==> config.mk <==
export PLATFORM = sky130hd
export DESIGN_NAME = pipeline_control_unit
export DESIGN_NICKNAME = d
export VERILOG_FILES = /design/src/rtl/pipeline_control_unit_pkg.sv /design/src/rtl/pipeline_control_unit_cache_maint.sv /design/src/rtl/pipeline_control_unit.sv
export SDC_FILE = /design/constraint.sdc
export NUM_CORES = 1
export LEC_CHECK = 0
export CAP_MARGIN = 20
export CORE_MARGIN = 2
export CORE_UTILIZATION = 35
export CTS_CLUSTER_DIAMETER = 30
export DETAILED_ROUTE_END_ITERATION = 12
export PLACE_DENSITY = 0.57
export SLEW_MARGIN = 20
export SYNTH_ARGS = -nofsm -noshare
export SYNTH_HDL_FRONTEND = slang
export SYNTH_SLANG_ARGS = --single-unit
export TNS_END_PERCENT = 100
==> constraint.sdc <==
create_clock -name clk -period 4.5 [get_ports clk]
set_input_delay 0.675 -clock clk [delete_from_list [all_inputs] [get_ports clk]]
set_output_delay 0.675 -clock clk [all_outputs]
set_load 0.1 [all_outputs]
==> src/rtl/pipeline_control_unit_pkg.sv <==
// pipeline_control_types: types and defaults shared by the pipeline control unit
// and its cache-maintenance sequencer.
//   ctrl_state_e           - top-level sequencer state
//   double_word            - 64-bit address/data word
//   DEFAULT_FLUSH_TIMEOUT  - default cycle budget for a cache done pulse
package pipeline_control_types;

    typedef logic [63:0] double_word;

    typedef enum logic [2:0] {
        StRun,
        StRedirect,
        StFenceD,
        StFenceI,
        StDrain,
        StHalted
    } ctrl_state_e;

    localparam int unsigned DEFAULT_FLUSH_TIMEOUT = 1024;

endpackage

==> src/rtl/pipeline_control_unit_cache_maint.sv <==
// cache_maint_sequencer: request/done handshake and timeout for the two FENCE.I
// cache-maintenance phases (D-cache writeback, then I-cache invalidate).
// Ports:
//   clk, rst            - clock, synchronous active-low reset
//   in_fence_d          - top FSM is in the D-cache writeback phase
//   in_fence_i          - top FSM is in the I-cache invalidate phase
//   dcache_wb_done      - D-cache writeback complete pulse
//   icache_inv_done     - I-cache invalidate complete pulse
//   dcache_wb_req       - level request while in the writeback phase
//   icache_inv_req      - level request while in the invalidate phase
//   phase_done          - current phase finishes this cycle (done or timeout)
//   timed_out           - current phase finishes by timeout, no done seen
module cache_maint_sequencer
    import pipeline_control_types::*;
#(
    parameter int unsigned FLUSH_TIMEOUT = DEFAULT_FLUSH_TIMEOUT,
    parameter int unsigned CNT_W         = 32
) (
    input  logic clk,
    input  logic rst,
    input  logic in_fence_d,
    input  logic in_fence_i,
    input  logic dcache_wb_done,
    input  logic icache_inv_done,
    output logic dcache_wb_req,
    output logic icache_inv_req,
    output logic phase_done,
    output logic timed_out
);

    logic [CNT_W-1:0] timer_q;
    logic             active;
    logic             done_seen;
    logic             expired;

    // The phase flags come straight from the registered top state, so the
    // requests drop the cycle after reset or phase exit.
    assign dcache_wb_req  = in_fence_d;
    assign icache_inv_req = in_fence_i;

    assign active    = in_fence_d || in_fence_i;
    assign done_seen = (in_fence_d && dcache_wb_done) || (in_fence_i && icache_inv_done);
    // timer_q counts completed cycles in the phase; the last allowed cycle is
    // the one where it reads FLUSH_TIMEOUT-1.
    assign expired    = active && (timer_q == CNT_W'(FLUSH_TIMEOUT - 1));
    assign phase_done = done_seen || expired;
    assign timed_out  = expired && !done_seen;

    // Cleared whenever a phase ends so each phase entry starts from zero.
    always_ff @(posedge clk) begin
        if (!rst) begin
            timer_q <= '0;
        end else if (!active || phase_done) begin
            timer_q <= '0;
        end else begin
            timer_q <= timer_q + CNT_W'(1);
        end
    end

endmodule

==> src/rtl/pipeline_control_unit.sv <==
// pipeline_control_unit: sequences front-end redirects, FENCE.I cache
// maintenance and end-of-program halt for events resolved in EX.
// Ports:
//   clk, rst                          - clock, synchronous active-low reset
//   ex_valid, mem_stall               - EX event is accepted when valid and not stalled
//   ex_is_branch/_fencei/_final       - event kind (final > fencei > branch)
//   ex_branch_taken                   - outcome; both outcomes redirect to ex_target
//   ex_target                         - resolved target or PC+4
//   dcache_wb_done, icache_inv_done   - cache maintenance done pulses
//   pc_redirect_valid/_target         - one-cycle PC load
//   branch_reset                      - one-cycle release of decode's branch wait
//   frontend_hold                     - fetch must not issue
//   dcache_wb_req, icache_inv_req     - level cache maintenance requests
//   halted, flush_error               - sticky status
//   redirect_count                    - redirects issued, wraps
module pipeline_control_unit
    import pipeline_control_types::*;
#(
    parameter int unsigned FLUSH_TIMEOUT = DEFAULT_FLUSH_TIMEOUT,
    parameter int unsigned DRAIN_CYCLES  = 3,
    parameter int unsigned CNT_W         = 32
) (
    input  logic             clk,
    input  logic             rst,
    input  logic             ex_valid,
    input  logic             ex_is_branch,
    input  logic             ex_branch_taken,
    input  double_word       ex_target,
    input  logic             ex_is_fencei,
    input  logic             ex_is_final,
    input  logic             mem_stall,
    input  logic             dcache_wb_done,
    input  logic             icache_inv_done,
    output logic             pc_redirect_valid,
    output double_word       pc_redirect_target,
    output logic             branch_reset,
    output logic             frontend_hold,
    output logic             dcache_wb_req,
    output logic             icache_inv_req,
    output logic             halted,
    output logic             flush_error,
    output logic [CNT_W-1:0] redirect_count
);

    ctrl_state_e      state_q;
    logic [CNT_W-1:0] drain_q;
    logic             ex_event;
    logic             maint_done;
    logic             maint_timeout;
    logic             unused_branch_taken;

    // Taken and not-taken both redirect: EX already resolved the address.
    assign unused_branch_taken = ex_branch_taken;

    assign ex_event      = ex_valid && !mem_stall;
    assign frontend_hold = (state_q != StRun) || ex_event;

    cache_maint_sequencer #(
        .FLUSH_TIMEOUT (FLUSH_TIMEOUT),
        .CNT_W         (CNT_W)
    ) u_cache_maint (
        .clk             (clk),
        .rst             (rst),
        .in_fence_d      (state_q == StFenceD),
        .in_fence_i      (state_q == StFenceI),
        .dcache_wb_done  (dcache_wb_done),
        .icache_inv_done (icache_inv_done),
        .dcache_wb_req   (dcache_wb_req),
        .icache_inv_req  (icache_inv_req),
        .phase_done      (maint_done),
        .timed_out       (maint_timeout)
    );

    always_ff @(posedge clk) begin
        if (!rst) begin
            state_q            <= StRun;
            drain_q            <= '0;
            pc_redirect_valid  <= 1'b0;
            pc_redirect_target <= '0;
            branch_reset       <= 1'b0;
            halted             <= 1'b0;
            flush_error        <= 1'b0;
            redirect_count     <= '0;
        end else begin
            pc_redirect_valid <= 1'b0;
            branch_reset      <= 1'b0;
            if (maint_timeout) begin
                flush_error <= 1'b1;
            end

            unique case (state_q)
                StRun: begin
                    if (ex_event) begin
                        if (ex_is_final) begin
                            drain_q <= CNT_W'(DRAIN_CYCLES);
                            state_q <= StDrain;
                        end else if (ex_is_fencei) begin
                            pc_redirect_target <= ex_target;
                            state_q            <= StFenceD;
                        end else if (ex_is_branch) begin
                            pc_redirect_target <= ex_target;
                            pc_redirect_valid  <= 1'b1;
                            branch_reset       <= 1'b1;
                            redirect_count     <= redirect_count + CNT_W'(1);
                            state_q            <= StRedirect;
                        end
                    end
                end
                StRedirect: begin
                    state_q <= StRun;
                end
                StFenceD: begin
                    if (maint_done) begin
                        state_q <= StFenceI;
                    end
                end
                StFenceI: begin
                    if (maint_done) begin
                        pc_redirect_valid <= 1'b1;
                        branch_reset      <= 1'b1;
                        redirect_count    <= redirect_count + CNT_W'(1);
                        state_q           <= StRedirect;
                    end
                end
                StDrain: begin
                    // Halt on the advancing cycle that uses up the last count.
                    if (!mem_stall) begin
                        if (drain_q <= CNT_W'(1)) begin
                            halted  <= 1'b1;
                            state_q <= StHalted;
                        end else begin
                            drain_q <= drain_q - CNT_W'(1);
                        end
                    end
                end
                StHalted: begin
                    state_q <= StHalted;
                end
                default: begin
                    state_q <= StRun;
                end
            endcase
        end
    end

endmodule
==> reports/results.ini <==
[outcome]
outcome=finished, final reports clean

[setup_path]
slowest_stage=clkdlybuf4s50_1
crit_end=icache_inv_req
reg2reg_from=u_cache_maint.timer_q[0]
cpPeakStageDelay_ns=1.17
critical_path_required_ns=3.83
path_class=reg2out
critical_path.top_delay_family=buffers and inverters
cp_num_buf_inv=2
cp.depth=3
start_kind=flop
path_cells=inv_1, nor2_1, clkdlybuf4s50_1
r2r_slack_ns=1.44
crit_path_end_kind=output pin
critPathMaxFanout=9
r2r-end=redirect_count[11]
startpoint=state_q[0]
r2r_cells=6
crit_arrival_ns=2.41

[global_route]
first_global_vias=5867
grt_usage=0.174
overflow=0
grt_max_degree=75
grt_pass1_wl_um=30100
antenna_found_initial=0

[clocking]
cts_htree_levels=4
clock_sinks=166
hold_buffers=0
clockRootBuffer=clkbuf_16
cts_tree=built
insertion_delay_ns=0.43
clock_path_buffers=2
cts_setup_buffers=0
cts_resized=0
cts_made_buffers=17
clk_pin_slew_ns=0.07

[synthesis]
synth_area_leader_cell=dfxtp_1
syn_avg_cell_area_um2=8.28
netlist.area_leader.share=0.470
synth_area_leaders=dfxtp_1 (47%), nand2_1 (8.4%), a21oi_1 (6.4%)
yosysUniqueCellTypes=51
synth.net_count=932
synth_area_mm2=0.00707
synth_warnings=0
syn_inst=854
synth_top_flop_cell=dfxtp_1
ys_async_sr_fraction=0
synth.most_common_cell=dfxtp_1
synth_common_cells=dfxtp_1 (166), nand2_1 (158), nor2_1 (101)
seq_area_frac_synth=0.470
synth_seq_cells=166
synth-edff-count=0

[power]
p_int_mw=2.62
p_seq_frac=0.424
cellPowerDensity_mw_per_mm2=381
pwr-share-clk=0.417
swShare=0.287
pwr-share-comb=0.160
peakVddDrop_mv=0.262
total_leakage_power_nw=3.23
netSwitchingPower_mw=1.05

[floorplanning]
core_mm2=0.0197
fp.dieH_um=146
initial_core_util=0.360
die_x_um=146
dieArea_mm2=0.0214
rows=51
ios=177

[finish]
nFillCells=2000
drive_gt1_frac=0.0587
nets=1089
design_area_mm2=0.00965
final_cells=1288
n_antenna_cell=0
area_growth_syn_to_layout_pct=36.5

[timing]
hold_ws_ns=0.453
relSlewSlack=0.303
setup_ws_ns=1.42
finalCritPeriodShare=0.685
period_needed_ns=3.08
worst_pin_slew_ns=1.04
setup-tns-final_ns=0
fmax_mhz=324
maxSlewViolCount=0
grt_setup_unrepaired=false
fin_worst_skew_ns=0.0108
setup_violations=0
finalHoldViolCount=0

[drt]
antenna_left=0
dr.pass1.iters=4
drt_iter0_drc=357
vias=6324
avgRoutedWirePerCell_um=14.5
wirelength_um=18600
vias_per_cell=4.91
drc=0

[hold_path]
min_path_type=reg2reg

[placement]
port-buffer-count=175
place_ws_ns=1.09
gp_congestion=0.771
dpl_cell_area_mm2=0.00903
hpwl_um=12800
dp.cells=1257

[job]
maxCapViolCount=0

-- worst min-delay path, stage by stage (launching register included) --
cell,delay (ns)
dfxtp_1,0.31
nand2_1,0.05
a21oi_1,0.05
-- metal layers --
| metal | up-vias | track usage | part of all wire |
|---|---|---|---|
| met5 | - | 0 | 0 |
| met4 | 0 | 0.0544 | 0.012 |
| met3 | 12 | 0.0684 | 0.078 |
| met2 | 163 | 0.279 | 0.46 |
| met1 | 2893 | 0.215 | 0.45 |
| li1 | 3256 | - | - |
-- state kept, by name (all words and copies together) (netlist names) --
| name | count |
|---|---|
| halted | 1 |
| drain_q | 32 |
| flush_error | 1 |
| branch_reset | 1 |
| u_cache_maint.timer_q | 32 |
| state_q | 3 |
| pc_redirect_target | 64 |
| redirect_count | 32 |
-- placed cells by master, fill, tap and decap left out, types with 16 or more instances in the layout --
cell / count
clkdlybuf4s50_1: 174
dfxtp_1: 166
or3_1: 19
nor4_1: 20
xnor2_1: 25
nand2_1: 158
a21oi_1: 91
o21ai_0: 20
nand4_1: 16
nor2_1: 101
xor2_1: 44
nand3_1: 24
clkbuf_16: 17
-- cell type report --
type | instances | area, µm² | share of cell area
multi-input combinational | 635 | 3530 | 0.366
sequential | 166 | 3320 | 0.344
timing repair buffer | 181 | 1810 | 0.187
clock buffer | 17 | 425 | 0.0441
tap | 265 | 332 | 0.0344
clock inverter | 14 | 194 | 0.0201
inverter | 10 | 37.5 | 0.00389
-- kinds of logic after synthesis --
kind of cell | count (synthesis) | synth area share
AOI/OAI and AO/OA | 144 | 0.114
xor gates and xnor gates | 69 | 0.0855
adders and majority gates | 4 | 0.00708
buffers and inverters | 53 | 0.0318
DFF | 166 | 0.470
muxes | 1 | 0.00142
and+or+nand+nor | 417 | 0.290
-- worst min-delay path by stage --
stage,from,to,depth (start not counted),slack [ns]
final,pc_redirect_target[49],pc_redirect_target[49],2,0.45
after global routing,pc_redirect_target[9],pc_redirect_target[9],2,0.47
after CTS,pc_redirect_target[62],pc_redirect_target[62],2,0.46
after detailed placement,pc_redirect_target[62],pc_redirect_target[62],2,0.45
after global placement,pc_redirect_target[33],pc_redirect_target[33],2,0.44
after floorplan,u_cache_maint.timer_q[0],u_cache_maint.timer_q[0],1,0.44
-- power by group through the flow --
| stage | registers [mW] | clock network, mW | logic (mW) |
|---|---|---|---|
| finish | 1.56 | 1.53 | 0.587 |
| global route | 1.56 | 1.63 | 0.643 |
| CTS | 1.56 | 1.58 | 0.593 |
| detailed placement | 1.59 | 0 | 0.589 |
| global placement | 1.59 | 0 | 0.588 |
| floorplan | 1.71 | 0 | 0.298 |
-- through the flow --
step | util | power [mW]
finish | 0.491 | 3.67
global route | 0.491 | 3.83
floorplan | - | 2.01
CTS | 0.491 | 3.72
global placement | 0.460 | 2.18
detailed placement | 0.460 | 2.18
Note: power is estimated with default switching activity, not from simulation.
